--- config.mk ---
export PLATFORM = sky130hd
export DESIGN_NAME = hazard_scoreboard_flat
export DESIGN_NICKNAME = d
export VERILOG_FILES = /design/src/rtl/hazard_pkg.sv /design/src/rtl/hazard_scoreboard_if.sv /design/src/rtl/reg_addr_compare.sv /design/src/rtl/hazard_scoreboard.sv /design/src/flat_wrapper.sv
export SDC_FILE = /design/constraint.sdc
export NUM_CORES = 1
export LEC_CHECK = 0
export CAP_MARGIN = 20
export CORE_MARGIN = 8
export CORE_UTILIZATION = 52
export CTS_BUF_LIST = sky130_fd_sc_hd__clkbuf_8
export DETAILED_ROUTE_END_ITERATION = 6
export GPL_TIMING_DRIVEN = 0
export PLACE_DENSITY = 0.95
export SYNTH_ARGS = -nofsm -noshare
export SYNTH_HDL_FRONTEND = slang
export SYNTH_SLANG_ARGS = --single-unit
--- constraint.sdc ---
create_clock -name clk -period 4.3 [get_ports clk]
set_input_delay 0.86 -clock clk [delete_from_list [all_inputs] [get_ports clk]]
set_output_delay 0.86 -clock clk [all_outputs]
set_load 0.1 [all_outputs]
--- src/rtl/hazard_pkg.sv ---
// Shared defaults and the scoreboard entry type for the decode-stage hazard scoreboard.
package hazard_pkg;

    localparam int REG_W_DEF    = 5;
    localparam int ZERO_REG_DEF = 31;
    // Entries hold dst zero-extended to this width so one typedef serves every REG_W up to 8.
    localparam int REG_W_MAX    = 8;

    typedef struct packed {
        logic                 valid;
        logic [REG_W_MAX-1:0] dst;
    } sb_entry_t;

    function automatic int stage_w(input int depth);
        return (depth > 1) ? $clog2(depth) : 1;
    endfunction

endpackage

--- src/rtl/hazard_scoreboard_if.sv ---
// Decode-side bundle between the issue logic (master) and the hazard scoreboard (slave).
interface hazard_scoreboard_if #(
    parameter int REG_W   = hazard_pkg::REG_W_DEF,
    parameter int DEPTH   = 3,
    parameter int NUM_SRC = 2
);
    import hazard_pkg::*;

    localparam int STG_W = stage_w(DEPTH);
    localparam int CNT_W = $clog2(DEPTH + 1);

    logic                            issue_valid;
    logic                            issue_wr_en;
    logic [REG_W-1:0]                issue_dst;
    logic [NUM_SRC-1:0][REG_W-1:0]   src_addr;
    logic [NUM_SRC-1:0]              src_used;
    logic                            freeze;
    logic                            flush;
    logic [NUM_SRC-1:0]              hazard;
    logic [NUM_SRC-1:0][STG_W-1:0]   match_stage;
    logic                            stall;
    logic [CNT_W-1:0]                pending_count;

    modport master (
        output issue_valid, issue_wr_en, issue_dst, src_addr, src_used, freeze, flush,
        input  hazard, match_stage, stall, pending_count
    );

    modport slave (
        input  issue_valid, issue_wr_en, issue_dst, src_addr, src_used, freeze, flush,
        output hazard, match_stage, stall, pending_count
    );

endinterface

--- src/rtl/reg_addr_compare.sv ---
// Qualified register-address equality: one source port against one tracked writer.
module reg_addr_compare #(
    parameter int W = 5
) (
    input  logic         valid_i,
    input  logic [W-1:0] a_i,
    input  logic [W-1:0] b_i,
    output logic         match_o
);

    assign match_o = valid_i && (a_i == b_i);

endmodule

--- src/rtl/hazard_scoreboard.sv ---
// Read-after-write hazard scoreboard: a shift register of in-flight writers checked
// combinationally against the source registers of the instruction in decode.
module hazard_scoreboard
    import hazard_pkg::*;
#(
    parameter int REG_W    = REG_W_DEF,
    parameter int DEPTH    = 3,
    parameter int NUM_SRC  = 2,
    parameter int ZERO_REG = ZERO_REG_DEF
) (
    input logic                clk,
    input logic                reset,
    hazard_scoreboard_if.slave sb
);

    localparam int STG_W = stage_w(DEPTH);
    localparam int CNT_W = $clog2(DEPTH + 1);

    sb_entry_t [DEPTH-1:0]          entry_q;
    sb_entry_t [DEPTH-1:0]          entry_d;
    logic [NUM_SRC-1:0]             src_live_s;
    logic [NUM_SRC-1:0][DEPTH-1:0]  hit_s;
    logic [NUM_SRC-1:0]             hazard_s;
    logic [NUM_SRC-1:0][STG_W-1:0]  match_s;
    logic                           stall_s;
    logic [CNT_W-1:0]               count_s;
    logic                           dst_writes_s;

    // A source port is checked only when it is really read and is not the zero register.
    always_comb begin
        src_live_s = '0;
        for (int i = 0; i < NUM_SRC; i++) begin
            src_live_s[i] = sb.issue_valid && sb.src_used[i]
                            && (sb.src_addr[i] != REG_W'(ZERO_REG));
        end
    end

    for (genvar i = 0; i < NUM_SRC; i++) begin : g_src
        for (genvar k = 0; k < DEPTH; k++) begin : g_stage
            reg_addr_compare #(.W(REG_W_MAX)) u_cmp (
                .valid_i (entry_q[k].valid && src_live_s[i]),
                .a_i     (entry_q[k].dst),
                .b_i     (REG_W_MAX'(sb.src_addr[i])),
                .match_o (hit_s[i][k])
            );
        end
    end

    // Priority encode: scanning old-to-young lets the youngest hit overwrite older ones.
    always_comb begin
        hazard_s = '0;
        match_s  = '0;
        for (int i = 0; i < NUM_SRC; i++) begin
            hazard_s[i] = |hit_s[i];
            for (int k = DEPTH - 1; k >= 0; k--) begin
                match_s[i] = hit_s[i][k] ? STG_W'(k) : match_s[i];
            end
        end
        stall_s = |hazard_s;
    end

    // Number of valid tracked writers.
    always_comb begin
        count_s = '0;
        for (int k = 0; k < DEPTH; k++) begin
            count_s = count_s + CNT_W'(entry_q[k].valid);
        end
    end

    assign dst_writes_s = sb.issue_valid && sb.issue_wr_en
                          && (sb.issue_dst != REG_W'(ZERO_REG)) && !stall_s;

    // Next state: flush beats freeze beats normal advance; a stall inserts a bubble.
    always_comb begin
        entry_d = entry_q;
        if (sb.flush) begin
            for (int k = 0; k < DEPTH; k++) begin
                entry_d[k].valid = 1'b0;
            end
        end else if (sb.freeze) begin
            entry_d = entry_q;
        end else begin
            for (int k = 1; k < DEPTH; k++) begin
                entry_d[k] = entry_q[k-1];
            end
            entry_d[0].valid = dst_writes_s;
            entry_d[0].dst   = REG_W_MAX'(sb.issue_dst);
        end
    end

    // State register with synchronous reset.
    always_ff @(posedge clk) begin
        if (reset) begin
            entry_q <= '0;
        end else begin
            entry_q <= entry_d;
        end
    end

    assign sb.hazard        = hazard_s;
    assign sb.match_stage   = match_s;
    assign sb.stall         = stall_s;
    assign sb.pending_count = count_s;

endmodule

--- src/flat_wrapper.sv ---
// flat-port wrapper written by rule: the top's interface ports become plain ports
module hazard_scoreboard_flat import hazard_pkg::*;
#(
    parameter int REG_W    = REG_W_DEF,
    parameter int DEPTH    = 3,
    parameter int NUM_SRC  = 2,
    parameter int ZERO_REG = ZERO_REG_DEF
)
  (clk, reset, sb_issue_valid, sb_issue_wr_en, sb_issue_dst, sb_src_addr, sb_src_used, sb_freeze, sb_flush, sb_hazard, sb_match_stage, sb_stall, sb_pending_count);
  hazard_scoreboard_if #(.REG_W(REG_W), .DEPTH(DEPTH), .NUM_SRC(NUM_SRC)) sb_i ();
  input logic clk;
  input logic reset;
  input wire logic [$bits(sb_i.issue_valid)-1:0] sb_issue_valid;
  input wire logic [$bits(sb_i.issue_wr_en)-1:0] sb_issue_wr_en;
  input wire logic [$bits(sb_i.issue_dst)-1:0] sb_issue_dst;
  input wire logic [$bits(sb_i.src_addr)-1:0] sb_src_addr;
  input wire logic [$bits(sb_i.src_used)-1:0] sb_src_used;
  input wire logic [$bits(sb_i.freeze)-1:0] sb_freeze;
  input wire logic [$bits(sb_i.flush)-1:0] sb_flush;
  output wire logic [$bits(sb_i.hazard)-1:0] sb_hazard;
  output wire logic [$bits(sb_i.match_stage)-1:0] sb_match_stage;
  output wire logic [$bits(sb_i.stall)-1:0] sb_stall;
  output wire logic [$bits(sb_i.pending_count)-1:0] sb_pending_count;
  assign sb_i.issue_valid = sb_issue_valid;
  assign sb_i.issue_wr_en = sb_issue_wr_en;
  assign sb_i.issue_dst = sb_issue_dst;
  assign sb_i.src_addr = sb_src_addr;
  assign sb_i.src_used = sb_src_used;
  assign sb_i.freeze = sb_freeze;
  assign sb_i.flush = sb_flush;
  assign sb_hazard = sb_i.hazard;
  assign sb_match_stage = sb_i.match_stage;
  assign sb_stall = sb_i.stall;
  assign sb_pending_count = sb_i.pending_count;
  hazard_scoreboard #(.REG_W(REG_W), .DEPTH(DEPTH), .NUM_SRC(NUM_SRC), .ZERO_REG(ZERO_REG)) u_core (.clk(clk), .reset(reset), .sb(sb_i));
endmodule
==> results of run 1 <==
-- worst min-delay path, delay by kind of cell, from the launching register on --
family | cells | cell delay, ns
AOI/OAI and AO/OA | 1 | 0.05
DFF | 1 | 0.34
and+or+nand+nor | 1 | 0.06
-- per-layer routing --
metal,vias up,wire [um]
li1,554,-
met3,7,166
met1,529,1340
met5,-,0
met2,41,1520
met4,0,46
-- per-stage QoR --
step	setup WS [ns]	TNS [ns]	power (mW)	instances	utilization (%)
final	0.0435	0	0.375	202	75.5
after global routing	0.0145	0	0.391	202	75.5
after CTS	0.0292	0	0.377	202	75.1
after detailed placement	-0.100	-0.123	0.242	198	72.5
after global placement	-0.0474	-0.0474	0.239	198	72.5
after floorplan	0.411	0	0.209	142	-
-- cell families (layout without fill, tap and decap cells) --
| logic type | count (synthesis) | count (layout) | synth area share, % |
|---|---|---|---|
| simple gates | 63 | 63 | 27.0 |
| buf+inv | 9 | 42 | 3.48 |
| mux | 2 | 2 | 1.80 |
| fa+ha+maj | 1 | 1 | 1.80 |
| compound gates | 22 | 22 | 12.4 |
| flops | 18 | 18 | 32.4 |
| xor+xnor | 27 | 27 | 21.2 |
-- power by group --
part / total (mW) / leakage (nW) / switching [mW] / internal, mW
clock: 0.135 / 0.0288 / 0.0536 / 0.0812
combinational: 0.0647 / 0.505 / 0.0325 / 0.0322
sequential: 0.175 / 0.146 / 0.00489 / 0.170
total: 0.375 / 0.679 / 0.0910 / 0.284
-- cell type report --
class | count | area (um^2) | area share (%)
multi-input cells | 115 | 714 | 47.7
flip-flops and latches | 18 | 360 | 24.1
repair buffers | 29 | 294 | 19.6
clock buffers | 4 | 55.1 | 3.68
well taps | 27 | 33.8 | 2.26
plain buffers | 6 | 27.5 | 1.84
inverters | 3 | 11.3 | 0.753
-- cells in the final DEF (no fill, tap or decap), drive strengths merged, types with 3 or more instances in the layout --
cell type and count:
dlygate4sd2 3, xor2 20, nand3 4, dfxtp 18
nand4 6, dlymetal6s2s 3, nand2 34, a21oi 15
xnor2 7, inv 3, nor4 5, clkbuf 7
buf 3, nor2 4, clkdlybuf4s50 23
-- how the worst max path moves through the flow --
stage	from	end	slack (ns)	cells after the start
floorplan	sb_src_addr[8]	sb_stall	0.41	5
global placement	sb_src_addr[3]	sb_stall	-0.05	7
detailed placement	sb_src_addr[7]	sb_stall	-0.10	7
CTS	sb_src_addr[2]	sb_hazard[0]	0.03	6
global route	sb_src_addr[8]	sb_stall	0.01	7
finish	sb_src_addr[5]	sb_stall	0.04	7
-- what timing repair did --
item,4_1_cts,5_1_grt
hold buffers,0,0
setup endpoints to repair,3,3
gates resized for setup,3,3
==> out/metrics.cfg, run 1 <==
[critical_path]
crit_slowest_cell=dlygate4sd2_1
critical_path.top_delay_family=buffers and inverters
crit_buf_inv=2
crit_fanout=5
start_kind=input port
crit_chain=clkdlybuf4s50_1 -> xor2_1 -> nor4_1 -> nand4_1 -> nand3_1 -> or2_1 -> dlygate4sd2_1
arrival_ns=3.40
timing.rr.start=u_core.entry_q[3]
slowest_delay_ns=0.85
rrSetupSlack_ns=2.73
rr_endpoint=u_core.entry_q[8]
endpoint_kind=output port
worstPathRequired_ns=3.44
reg2regPathDepth=5
crit_type=input port to output port

[synth]
synth_seq_cells=18
avgSynthCellArea_um2=7.84
synth_area_leader_cell=dfxtp_1
synth_ff_type=dfxtp_1
async_reset_ff_share_pct=0
syn_inst=142
ys_warn_count=0
synth_edf_count=0
synth-seq-area-share_pct=32.4
syn_nets=166
synth.distinct_cells=30
synth_top_cells_by_area=dfxtp_1, xor2_1, nand2_1, a21oi_1, xnor2_1
synth_top_area_share_pct=32.4
syn_area_um2=1110
synth.most_common_cell=nand2_1
synthTopCellsByCount=nand2_1, xor2_1, dfxtp_1

[pwr]
vdd_drop_max_v=0.000321
p_leak_nw=0.679
powerDensity_nw_per_um2=250

[final_layout]
antenna_cells=0
fill_cells=153
layout-drive-gt1-share_pct=6.29
largest_reg_flops=18
reg_top3=u_core.entry_q: 18 flops
nets=200
top_register=u_core.entry_q
area_growth_pct=34.4
design_area_um2=1500

[floorplan]
coreArea_um2=1980
num_rows=16
start_util_pct=56.2
die_area_um2=3880
die_w_um=62.3
io_pins=32
chipHeight_um=62.3

[timing]
relSlewSlack_pct=34.8
tightest_slew_ns=0.977
hold_viol=0
fin_hold_ws_ns=0.495
finalSetupViolCount=0
min_period_over_period_pct=99.0
fin_crit_ns=4.26
finClkSkew_ns=0.00394
max_freq_mhz=235
finalMaxSlewViolations=0
rsz0062_at_grt=false

[clock_network]
ctsRootBufferMaster=clkbuf_8
clkLatencyLatePin_ns=0.25
cts_max_path_buffers=2
htree_levels=1
clock-sinks=18
cts.clk_slew.worst_paths_ns=0.06
cts_tree=yes
cts_buffers=3
postCtsSetupBuffers=0

[grt]
grt.total_usage_pct=15.4
gr-total-overflow=0
grt_start_max_net_pins=11
met3_usage_pct=3.76
grtUsageMet1_pct=17.1
antenna_found_initial=0
gr-max-usage-layer=met2
grt_pass1_wl_mm=5.11
first_global_vias=1141
gr-usage-met2_pct=27.8

[routing]
drc=0
dr.pass1.iters=4
vias=1131
routed_wl_mm=3.07
vias_per_cell=5.60
final_antenna_net_count=0
wl_per_cell_um=15.2
drt_iter0_drc=24

[placement]
port_buffers=29
finalWeightedCongestion=0.893
dp_hpwl_mm=2.46
placed_cell_area_um2=1440

[min_path]
hold_depth=2
min_path_type=flip-flop to flip-flop
min-delay-start=u_core.entry_q[18]
hold_path_end=u_core.entry_q[18]

[run_status]
outcome=finished clean

[run]
max_cap_viol_count=0

(Power assumes the default switching activity.)
==> run 2: changes to the inputs <==
--- a/config.mk
+++ b/config.mk
@@ -7,11 +7,11 @@
 export LEC_CHECK = 0
 export CAP_MARGIN = 20
 export CORE_MARGIN = 8
-export CORE_UTILIZATION = 52
+export CORE_UTILIZATION = 44
 export CTS_BUF_LIST = sky130_fd_sc_hd__clkbuf_8
 export DETAILED_ROUTE_END_ITERATION = 6
 export GPL_TIMING_DRIVEN = 0
-export PLACE_DENSITY = 0.95
+export PLACE_DENSITY = 0.89
 export SYNTH_ARGS = -nofsm -noshare
 export SYNTH_HDL_FRONTEND = slang
 export SYNTH_SLANG_ARGS = --single-unit
==> constraint.sdc (replaced) <==
create_clock -name clk -period 3.5 [get_ports clk]
set_input_delay 0.7 -clock clk [delete_from_list [all_inputs] [get_ports clk]]
set_output_delay 0.7 -clock clk [all_outputs]
set_load 0.1 [all_outputs]
==> run 2 against run 1 <==
  * Die area is 13% higher
  * Cell area is 0.33% lower
  * Core utilization is 14 points lower
  * Critical path type unchanged
==> out/metrics.cfg, run 2 (synthesis results as in run 1) <==
[min_path]
min_path_type=flip-flop to flip-flop

[critical_path]
critical_path.top_delay_family=buffers and inverters
crit_buf_inv=2
crit_type=input port to output port
endpoint_kind=output port
arrival_ns=2.74
crit_fanout=4
crit_slowest_cell=clkdlybuf4s15_2
start_kind=input port
slowest_delay_ns=0.57
crit_chain=clkdlybuf4s50_1 -> xor2_1 -> nor4_1 -> nand4_1 -> nand3_2 -> clkdlybuf4s15_2
worstPathRequired_ns=2.80

[floorplan]
die_w_um=66.3
num_rows=18
start_util_pct=45.8
die_area_um2=4400
io_pins=32
chipHeight_um=66.3
coreArea_um2=2430

[grt]
grt.total_usage_pct=14.3
gr-total-overflow=0
gr-usage-met2_pct=23.3
first_global_vias=1069
grt_pass1_wl_mm=4.86
grtUsageMet1_pct=16.7
grt_start_max_net_pins=11
antenna_found_initial=0
gr-max-usage-layer=met2
met3_usage_pct=4.41

[routing]
drt_iter0_drc=54
dr.pass1.iters=5
vias_per_cell=5.38
drc=0
wl_per_cell_um=15.2
final_antenna_net_count=0
vias=1103
routed_wl_mm=3.11

[timing]
hold_viol=0
finalWorstSetupSlack_ns=0.0607
relSlewSlack_pct=34.3
final.setup.tns_ns=0
fin_crit_ns=3.44
tightest_slew_ns=0.982
finClkSkew_ns=0.00783
min_period_over_period_pct=98.3
finalMaxSlewViolations=0
rsz0062_at_grt=false
finalSetupViolCount=0
max_freq_mhz=291

[pwr]
finalPower_mw=0.464
powerDensity_nw_per_um2=311
vdd_drop_max_v=0.000245
p_leak_nw=0.624

[placement]
port_buffers=29
dp_hpwl_mm=2.51
dp_slack_ns=-0.580
finalWeightedCongestion=0.935

[clock_network]
clkLatencyLatePin_ns=0.26
cts_max_path_buffers=2
cts_hold_buf=0
ctsRootBufferMaster=clkbuf_8
postCtsSetupBuffers=0
clock-sinks=18
htree_levels=1
cts.clk_slew.worst_paths_ns=0.06
cts_buffers=3
cts_tree=yes

[final_layout]
top_register=u_core.entry_q
layout-drive-gt1-share_pct=10.9
area_growth_pct=33.9
layout_commonest_cell=nand2_1
antenna_cells=0
mostFrequentLayoutCells=nand2_1, clkdlybuf4s50_1, xor2_1, dfxtp_1, a21oi_1
largest_reg_flops=18
nets=200
reg_top3=u_core.entry_q: 18 flops

[run_status]
outcome=finished clean

[run]
max_cap_viol_count=0

## run 2: cell types whose count changed in the layout (fill, tap and decap cells not counted)
cell / previous run / this run
nand3_1: 3 / 2
dlygate4sd2_1: 3 / 0
nand3_2: 1 / 2
clkdlybuf4s50_1: 23 / 22
buf_2: 3 / 6
clkdlybuf4s15_2: 0 / 4
dlymetal6s2s_1: 3 / 0
## run 2: repair_timing
| action | 4_1_cts | 5_1_grt |
|---|---|---|
| resized for setup | 21 | 6 |
| cloned | 0 | 0 |
| pin swaps | 0 | 0 |
| endpoints found under the setup margin | 7 | 3 |
## run 2: power breakdown
group | switching, mW | internal, mW | total (mW) | leakage [nW]
clock network | 0.0717 | 0.100 | 0.172 | 0.0288
logic | 0.0374 | 0.0396 | 0.0770 | 0.449
registers | 0.00630 | 0.209 | 0.215 | 0.146
## run 2: worst paths after layout
path / from / endpoint / slack (ns) / depth (start not counted)
setup reg to reg: u_core.entry_q[12] / u_core.entry_q[8] / 2.02 / 5
hold / removal: u_core.entry_q[18] / u_core.entry_q[18] / 0.50 / 2
setup / recovery: sb_src_addr[3] / sb_hazard[0] / 0.06 / 6
hold reg to reg: u_core.entry_q[18] / u_core.entry_q[18] / 0.50 / 2
## run 2: layer usage
| layer | vias to the layer above | part of all wire (%) |
|---|---|---|
| li1 | 552 | - |
| met5 | - | 0 |
| met2 | 39 | 46 |
| met3 | 6 | 6.9 |
| met1 | 506 | 45 |
| met4 | 0 | 2.2 |
## run 2: stage by stage
step	hold WS, ns	area (um^2)	utilization, %	cells
finish	0.496	1490	61.3	205
detailed placement	0.490	1450	59.5	201
global placement	0.490	1450	59.5	201
floorplan	0.461	1120	-	142
CTS	0.498	1510	62.1	205
global route	0.518	1490	61.3	205
## run 2: cell type report
type | count | area (um^2)
buffer | 6 | 27.5
multi-input combinational | 115 | 719
timing repair buffer | 29 | 280
clock buffer | 4 | 55.1
sequential | 18 | 360
fill | 230 | 941
inverter | 3 | 11.3
tap | 30 | 37.5
## run 2: worst min-delay path, cell delays in order (launching register included)
cell and delay [ns]:
dfxtp_1 0.33, nand2_1 0.06, a21oi_1 0.05
==> run 3: changes to the inputs <==
--- a/config.mk
+++ b/config.mk
@@ -11,6 +11,7 @@
 export CTS_BUF_LIST = sky130_fd_sc_hd__clkbuf_8
 export DETAILED_ROUTE_END_ITERATION = 6
 export GPL_TIMING_DRIVEN = 0
+export HOLD_SLACK_MARGIN = 0.06
 export PLACE_DENSITY = 0.89
 export SYNTH_ARGS = -nofsm -noshare
 export SYNTH_HDL_FRONTEND = slang
==> results of run 3 <==
The final DEF is identical to that of run 2; final timing and power are the same.
